File: src/rtl/mem_access_ctrl_if.sv
// Bus bundle between the MEM stage, the memory access controller and the SRAM pads.
// The slave view belongs to the controller. The master view belongs to the pipeline and board side.
interface mem_access_ctrl_if #(
    parameter int SRAM_AW = 18
);
    logic               rd_en;
    logic               wr_en;
    logic [31:0]        addr;
    logic [31:0]        wdata;
    logic [31:0]        rdata;
    logic               ready;
    logic [SRAM_AW-1:0] sram_addr;
    logic [15:0]        sram_dq_out;
    logic               sram_dq_oe;
    logic [15:0]        sram_dq_in;
    logic               sram_we_n;
    logic               sram_oe_n;

    modport slave (
        input  rd_en, wr_en, addr, wdata, sram_dq_in,
        output rdata, ready, sram_addr, sram_dq_out, sram_dq_oe, sram_we_n, sram_oe_n
    );

    modport master (
        output rd_en, wr_en, addr, wdata, sram_dq_in,
        input  rdata, ready, sram_addr, sram_dq_out, sram_dq_oe, sram_we_n, sram_oe_n
    );
endinterface

File: src/rtl/mem_access_ctrl.sv
// Splits each 32-bit MEM-stage access into two half-word phases on a 16-bit asynchronous SRAM.
// While an access is in flight, ready stays low so that the pipeline freezes.
module mem_access_ctrl #(
    parameter logic [31:0] BASE_ADDR   = 32'd1024,
    parameter int          SRAM_AW     = 18,
    parameter int          WAIT_CYCLES = 2
) (
    input  logic              clk,
    input  logic              rst,
    mem_access_ctrl_if.slave  bus
);
    localparam int         WIDX_W   = SRAM_AW - 1;
    localparam logic [3:0] CNT_LAST = 4'(WAIT_CYCLES - 1);

    typedef enum logic [1:0] {IDLE, LO, HI, DONE} state_t;

    state_t       state, state_nxt;
    logic [3:0]   cnt, cnt_nxt;
    logic         op_wr, op_nxt;
    logic [31:0]  addr_q, addr_nxt;
    logic [31:0]  wdata_q, wdata_nxt;
    logic [31:0]  rdata_q;
    logic [SRAM_AW-1:0] sram_addr_q;
    logic [15:0]  dq_out_q;
    logic         dq_oe_q, we_n_q, oe_n_q;
    logic         ready;
    logic         phase_nxt;
    logic [WIDX_W-1:0] widx_nxt;

    // NOTE: every output of always_comb gets a default first, so no path leaves a latch behind.
    always_comb begin
        state_nxt = state;
        cnt_nxt   = cnt;
        op_nxt    = op_wr;
        addr_nxt  = addr_q;
        wdata_nxt = wdata_q;
        ready     = 1'b0;
        case (state)
            IDLE: begin
                ready   = ~(bus.rd_en | bus.wr_en);
                cnt_nxt = 4'd0;
                if (bus.rd_en | bus.wr_en) begin
                    state_nxt = LO;
                    op_nxt    = bus.wr_en;
                    addr_nxt  = bus.addr;
                    wdata_nxt = bus.wdata;
                end
            end
            LO: begin
                if (cnt == CNT_LAST) begin
                    state_nxt = HI;
                    cnt_nxt   = 4'd0;
                end else begin
                    cnt_nxt = cnt + 4'd1;
                end
            end
            HI: begin
                if (cnt == CNT_LAST) begin
                    state_nxt = DONE;
                    cnt_nxt   = 4'd0;
                end else begin
                    cnt_nxt = cnt + 4'd1;
                end
            end
            DONE: begin
                // Requests seen here still belong to the instruction that is completing.
                ready     = 1'b1;
                state_nxt = IDLE;
            end
            default: state_nxt = IDLE;
        endcase
    end

    assign phase_nxt = (state_nxt == LO) || (state_nxt == HI);
    assign widx_nxt  = WIDX_W'((addr_nxt - BASE_ADDR) >> 2);

    // NOTE: sequential state uses non-blocking assignments only, so all registers see pre-edge values.
    always_ff @(posedge clk or negedge rst) begin
        if (!rst) begin
            state   <= IDLE;
            cnt     <= 4'd0;
            op_wr   <= 1'b0;
            addr_q  <= '0;
            wdata_q <= '0;
        end else begin
            state   <= state_nxt;
            cnt     <= cnt_nxt;
            op_wr   <= op_nxt;
            addr_q  <= addr_nxt;
            wdata_q <= wdata_nxt;
        end
    end

    // Pad controls are registered from the next state so that strobes change only on clock edges.
    // The asynchronous reset still releases them at once.
    always_ff @(posedge clk or negedge rst) begin
        if (!rst) begin
            sram_addr_q <= '0;
            dq_out_q    <= '0;
            dq_oe_q     <= 1'b0;
            we_n_q      <= 1'b1;
            oe_n_q      <= 1'b1;
            rdata_q     <= '0;
        end else begin
            if (phase_nxt) begin
                sram_addr_q <= {widx_nxt, (state_nxt == HI)};
                dq_oe_q     <= op_nxt;
                we_n_q      <= ~op_nxt;
                oe_n_q      <= op_nxt;
                if (op_nxt)
                    dq_out_q <= (state_nxt == HI) ? wdata_nxt[31:16] : wdata_nxt[15:0];
            end else begin
                dq_oe_q <= 1'b0;
                we_n_q  <= 1'b1;
                oe_n_q  <= 1'b1;
            end
            if (!op_wr && cnt == CNT_LAST) begin
                if (state == LO) rdata_q[15:0]  <= bus.sram_dq_in;
                if (state == HI) rdata_q[31:16] <= bus.sram_dq_in;
            end
        end
    end

    assign bus.ready       = ready;
    assign bus.rdata       = rdata_q;
    assign bus.sram_addr   = sram_addr_q;
    assign bus.sram_dq_out = dq_out_q;
    assign bus.sram_dq_oe  = dq_oe_q;
    assign bus.sram_we_n   = we_n_q;
    assign bus.sram_oe_n   = oe_n_q;
endmodule

File: src/flat_wrapper.sv
// flat-port wrapper written by rule: the top's interface ports become plain ports
module mem_access_ctrl_flat 
#(
    parameter logic [31:0] BASE_ADDR   = 32'd1024,
    parameter int          SRAM_AW     = 18,
    parameter int          WAIT_CYCLES = 2
)
  (clk, rst, bus_rd_en, bus_wr_en, bus_addr, bus_wdata, bus_sram_dq_in, bus_rdata, bus_ready, bus_sram_addr, bus_sram_dq_out, bus_sram_dq_oe, bus_sram_we_n, bus_sram_oe_n);
  mem_access_ctrl_if #(.SRAM_AW(SRAM_AW)) bus_i ();
  input  logic clk;
  input  logic rst;
  input wire logic [$bits(bus_i.rd_en)-1:0] bus_rd_en;
  input wire logic [$bits(bus_i.wr_en)-1:0] bus_wr_en;
  input wire logic [$bits(bus_i.addr)-1:0] bus_addr;
  input wire logic [$bits(bus_i.wdata)-1:0] bus_wdata;
  input wire logic [$bits(bus_i.sram_dq_in)-1:0] bus_sram_dq_in;
  output wire logic [$bits(bus_i.rdata)-1:0] bus_rdata;
  output wire logic [$bits(bus_i.ready)-1:0] bus_ready;
  output wire logic [$bits(bus_i.sram_addr)-1:0] bus_sram_addr;
  output wire logic [$bits(bus_i.sram_dq_out)-1:0] bus_sram_dq_out;
  output wire logic [$bits(bus_i.sram_dq_oe)-1:0] bus_sram_dq_oe;
  output wire logic [$bits(bus_i.sram_we_n)-1:0] bus_sram_we_n;
  output wire logic [$bits(bus_i.sram_oe_n)-1:0] bus_sram_oe_n;
  assign bus_i.rd_en = bus_rd_en;
  assign bus_i.wr_en = bus_wr_en;
  assign bus_i.addr = bus_addr;
  assign bus_i.wdata = bus_wdata;
  assign bus_i.sram_dq_in = bus_sram_dq_in;
  assign bus_rdata = bus_i.rdata;
  assign bus_ready = bus_i.ready;
  assign bus_sram_addr = bus_i.sram_addr;
  assign bus_sram_dq_out = bus_i.sram_dq_out;
  assign bus_sram_dq_oe = bus_i.sram_dq_oe;
  assign bus_sram_we_n = bus_i.sram_we_n;
  assign bus_sram_oe_n = bus_i.sram_oe_n;
  mem_access_ctrl #(.BASE_ADDR(BASE_ADDR), .SRAM_AW(SRAM_AW), .WAIT_CYCLES(WAIT_CYCLES)) u_core (.clk(clk), .rst(rst), .bus(bus_i));
endmodule
File: config.mk
export PLATFORM = sky130hd
export DESIGN_NAME = mem_access_ctrl_flat
export DESIGN_NICKNAME = d
export VERILOG_FILES = /design/src/rtl/mem_access_ctrl_if.sv /design/src/rtl/mem_access_ctrl.sv /design/src/flat_wrapper.sv
export SDC_FILE = /design/constraint.sdc
export NUM_CORES = 1
export LEC_CHECK = 0
export ABC_AREA = 1
export CAP_MARGIN = 20
export CORE_MARGIN = 10
export CORE_UTILIZATION = 48
export CTS_CLUSTER_DIAMETER = 120
export DETAILED_ROUTE_END_ITERATION = 12
export GPL_TIMING_DRIVEN = 1
export PLACE_DENSITY = 0.81
export RECOVER_POWER = 100
export SLEW_MARGIN = 5
export SYNTH_ARGS = -nofsm -noshare
export SYNTH_HDL_FRONTEND = slang
export SYNTH_SLANG_ARGS = --single-unit
File: constraint.sdc
create_clock -name clk -period 5.6 [get_ports clk]
set_input_delay 1.68 -clock clk [delete_from_list [all_inputs] [get_ports clk]]
set_output_delay 1.68 -clock clk [all_outputs]
set_load 0.01 [all_outputs]
==> metrics.csv <==
metric,value,unit
outcome,"finished, violations left",
violations,"capacitance limit, slew limit",
timing.critical_path.to_type,primary output,
crit_required,3.92,ns
synthesis.instances,590,
crit_arrival,3.49,ns
sequential_area_share_after_synthesis,59.84,%
core.rowCount,38,
finalWeightedCongestion,0.8227,
initial_standard_cell_utilization_of_the_core,48.68,%
clock_sinks,125,
synth_nets,684,
leading_cell_type_in_the_layout_fill_and_taps_excluded,sky130_fd_sc_hd__nand2_1,
fin_crit_sh,92.28,%
synth_area,5231,um2
synthToLayoutAreaGrowth,38.32,%
async_reset_ff_share,100.0,%
whs,0.4706,ns
grt_max_degree,61,
port_buffers,138,
diodes,0,
report.final.slew_viol_count,120,
rsz0062_at_grt,false,
pwr_density_cell,677.3,nW/um2
cts_tree,yes,
clock_latency,0.52,ns
max-slew-margin-rel,-114.0,%
synth.area.mux_share,0,%
synth_cell_types,28,
period_needed,5.168,ns
worst_pin_slew,3.211,ns
synth-xor-area-share,0.3348,%
number_of_buffers_inserted_during_clock_tree_synthesis,17,
holdCritPathClass,flip-flop to flip-flop,
crit_fanout,4,
syn_avg_cell_area,8.867,um2
detailroute.via_count,4410,
setup_viol,0,
fillers,864,
timing.critical_path.from_type,primary input,
worst-setup-path-type,primary input to primary output,
floorplan_core_area,10750,um2
post-cts-setup-buffer-count,0,
post-route-drc-count,0,
hold_vio_cnt_final,0,
ir_drop_worst_vdd,359.2,uV
postSynth.topFlopCell,sky130_fd_sc_hd__dfrtp_1,
drt-total-wl,14050,um
first_global_vias,4530,
p_leak,3.598,nW
die_h,124.4,um
drt-vias-per-instance,5.023,
total_of_flip_flops_plus_latches_after_synthesis,125,
overflow,0,
synth_fa_ha_area_share,2.392,%
grt_antenna_before_repair,0,
drt-initial-drc-count,396,
max_cap_viol_count,2,
synth_top_cells_by_area,"sky130_fd_sc_hd__dfrtp_1, sky130_fd_sc_hd__nand2_1, sky130_fd_sc_hd__o21ai_0, sky130_fd_sc_hd__inv_1, sky130_fd_sc_hd__nor2_1",
totalNegativeSetupSlack,0,ns
cts.path.max_buffers,2,
clk_pin_slew,0.05,ns
synth_edf_count,0,
ant_nets,0,
drive_gt1_share,6.369,%
max_freq,0.1935,GHz
fin_skew,0.01414,ns
clock_tree_root,sky130_fd_sc_hd__clkbuf_8,
wl_per_cell,16.00,um
commonest_cells_after_routing_fill_and_taps_aside,"sky130_fd_sc_hd__nand2_1, sky130_fd_sc_hd__dfrtp_1, sky130_fd_sc_hd__dlygate4sd3_1, sky130_fd_sc_hd__o21ai_0",
synthesized_area_fraction_occupied_by_ao_oa_aoi_and_oai_cells,9.232,%
ports_placed_on_the_boundary,154,
grt_first_pass_wirelength,23000,um
die_area,15470,um2
holdBufCountCts,0,
cts-resized-gates,0,
synth_warnings,0,
die_w,124.4,um
track_usage,17.88,%
fin_nets,821,
htree_levels,4,
synth_area_leader_cell,sky130_fd_sc_hd__dfrtp_1,
hpwlAfterDp,9445,um
synth_simple_gate_area_share,22.10,%
length_of_the_first_detailed_routing_pass_in_iterations,5,
main_combinational_cell_family_by_area_after_synthesis,simple AND/OR/NAND/NOR gates,
post-synth-top-area-fraction,58.84,%
==> worst max-delay path, stage by stage <==
cell,delay (ns)
sky130_fd_sc_hd__dlygate4sd3_1,0.64
sky130_fd_sc_hd__nor2_2,0.31
sky130_fd_sc_hd__a21oi_1,0.12
sky130_fd_sc_hd__nor2_1,0.09
sky130_fd_sc_hd__dlygate4sd3_1,0.65
==> per-stage QoR <==
stage	cells	worst slack (ns)	power (mW)	util, %	area, um2
2_1_floorplan	590	1.739	3.030	-	5231
3_3_place_gp	847	0.6151	3.876	62.27	6691
3_5_place_dp	847	0.6219	3.977	62.27	6691
4_1_cts	877	0.5770	5.090	67.55	7258
5_1_grt	878	0.3176	5.303	67.34	7236
6_report	878	0.4322	4.901	67.34	7236
==> state kept, by name, indices dropped and copies added, names as in the netlist <==
name                    count
u_core.bus.sram_dq_oe       1
u_core.addr_q              17
u_core.bus.sram_we_n        1
u_core.cnt                  4
u_core.bus.sram_addr       18
u_core.wdata_q             32
u_core.op_wr                1
u_core.bus.rdata           32
u_core.bus.sram_oe_n        1
u_core.state                2
u_core.bus.sram_dq_out     16
==> cells in the mapped netlist (5+ instances only) <==
cell type                  count
sky130_fd_sc_hd__inv_2         5
sky130_fd_sc_hd__o21ai_1      26
sky130_fd_sc_hd__nand2_1     219
sky130_fd_sc_hd__o21ai_0      46
sky130_fd_sc_hd__a31oi_1       9
sky130_fd_sc_hd__nand2_2       8
sky130_fd_sc_hd__a21oi_1       5
sky130_fd_sc_hd__inv_1        49
sky130_fd_sc_hd__clkbuf_1     12
sky130_fd_sc_hd__nor2_1       35
sky130_fd_sc_hd__buf_2         9
sky130_fd_sc_hd__nand3_1      13
sky130_fd_sc_hd__ha_1         10
sky130_fd_sc_hd__dfrtp_1     123
==> routing by layer <==
layer,vias to the layer above,share of wire (%),track usage (%)
li1,2113,-,-
met1,2126,43,20.99
met2,158,48,29.16
met3,13,8.9,8.298
met4,0,0.95,4.044
met5,-,0,0
==> final timing paths <==
kind	startpoint	to	slack (ns)	cells after the start
setup / recovery	bus_wr_en	bus_ready	0.43	5
hold / removal	u_core.wdata_q[29]	u_core.wdata_q[29]	0.47	2
setup reg to reg	u_core.cnt[1]	u_core.bus.sram_dq_out[0]	2.15	11
hold reg to reg	u_core.wdata_q[29]	u_core.wdata_q[29]	0.47	2
max in group asynchronous	rst	u_core.cnt[1]	1.10	2
min in group asynchronous	rst	u_core.bus.sram_addr[2]	1.09	1
==> cell families after synthesis <==
family / Yosys count
compound gates: 90
xor+xnor: 2
fa+ha+maj: 10
buf+inv: 78
flops: 125
simple gates: 285
==> area by class of cell <==
cell class | count | area (um2) | area share, %
tap | 140 | 175.2 | 2.421
multi-input combinational | 387 | 1759 | 24.31
clock inverter | 12 | 148.9 | 2.058
sequential | 125 | 3131 | 43.26
timing repair buffer | 142 | 1401 | 19.37
inverter | 54 | 202.7 | 2.801
clock buffer | 18 | 417.9 | 5.776
==> where the power goes <==
| part | switching [mW] | internal, mW |
|---|---|---|
| clock network | 0.390 | 0.669 |
| logic | 1.42 | 0.853 |
| registers | 0.192 | 1.38 |
No activity file was read; power rests on OpenSTA's default activity.
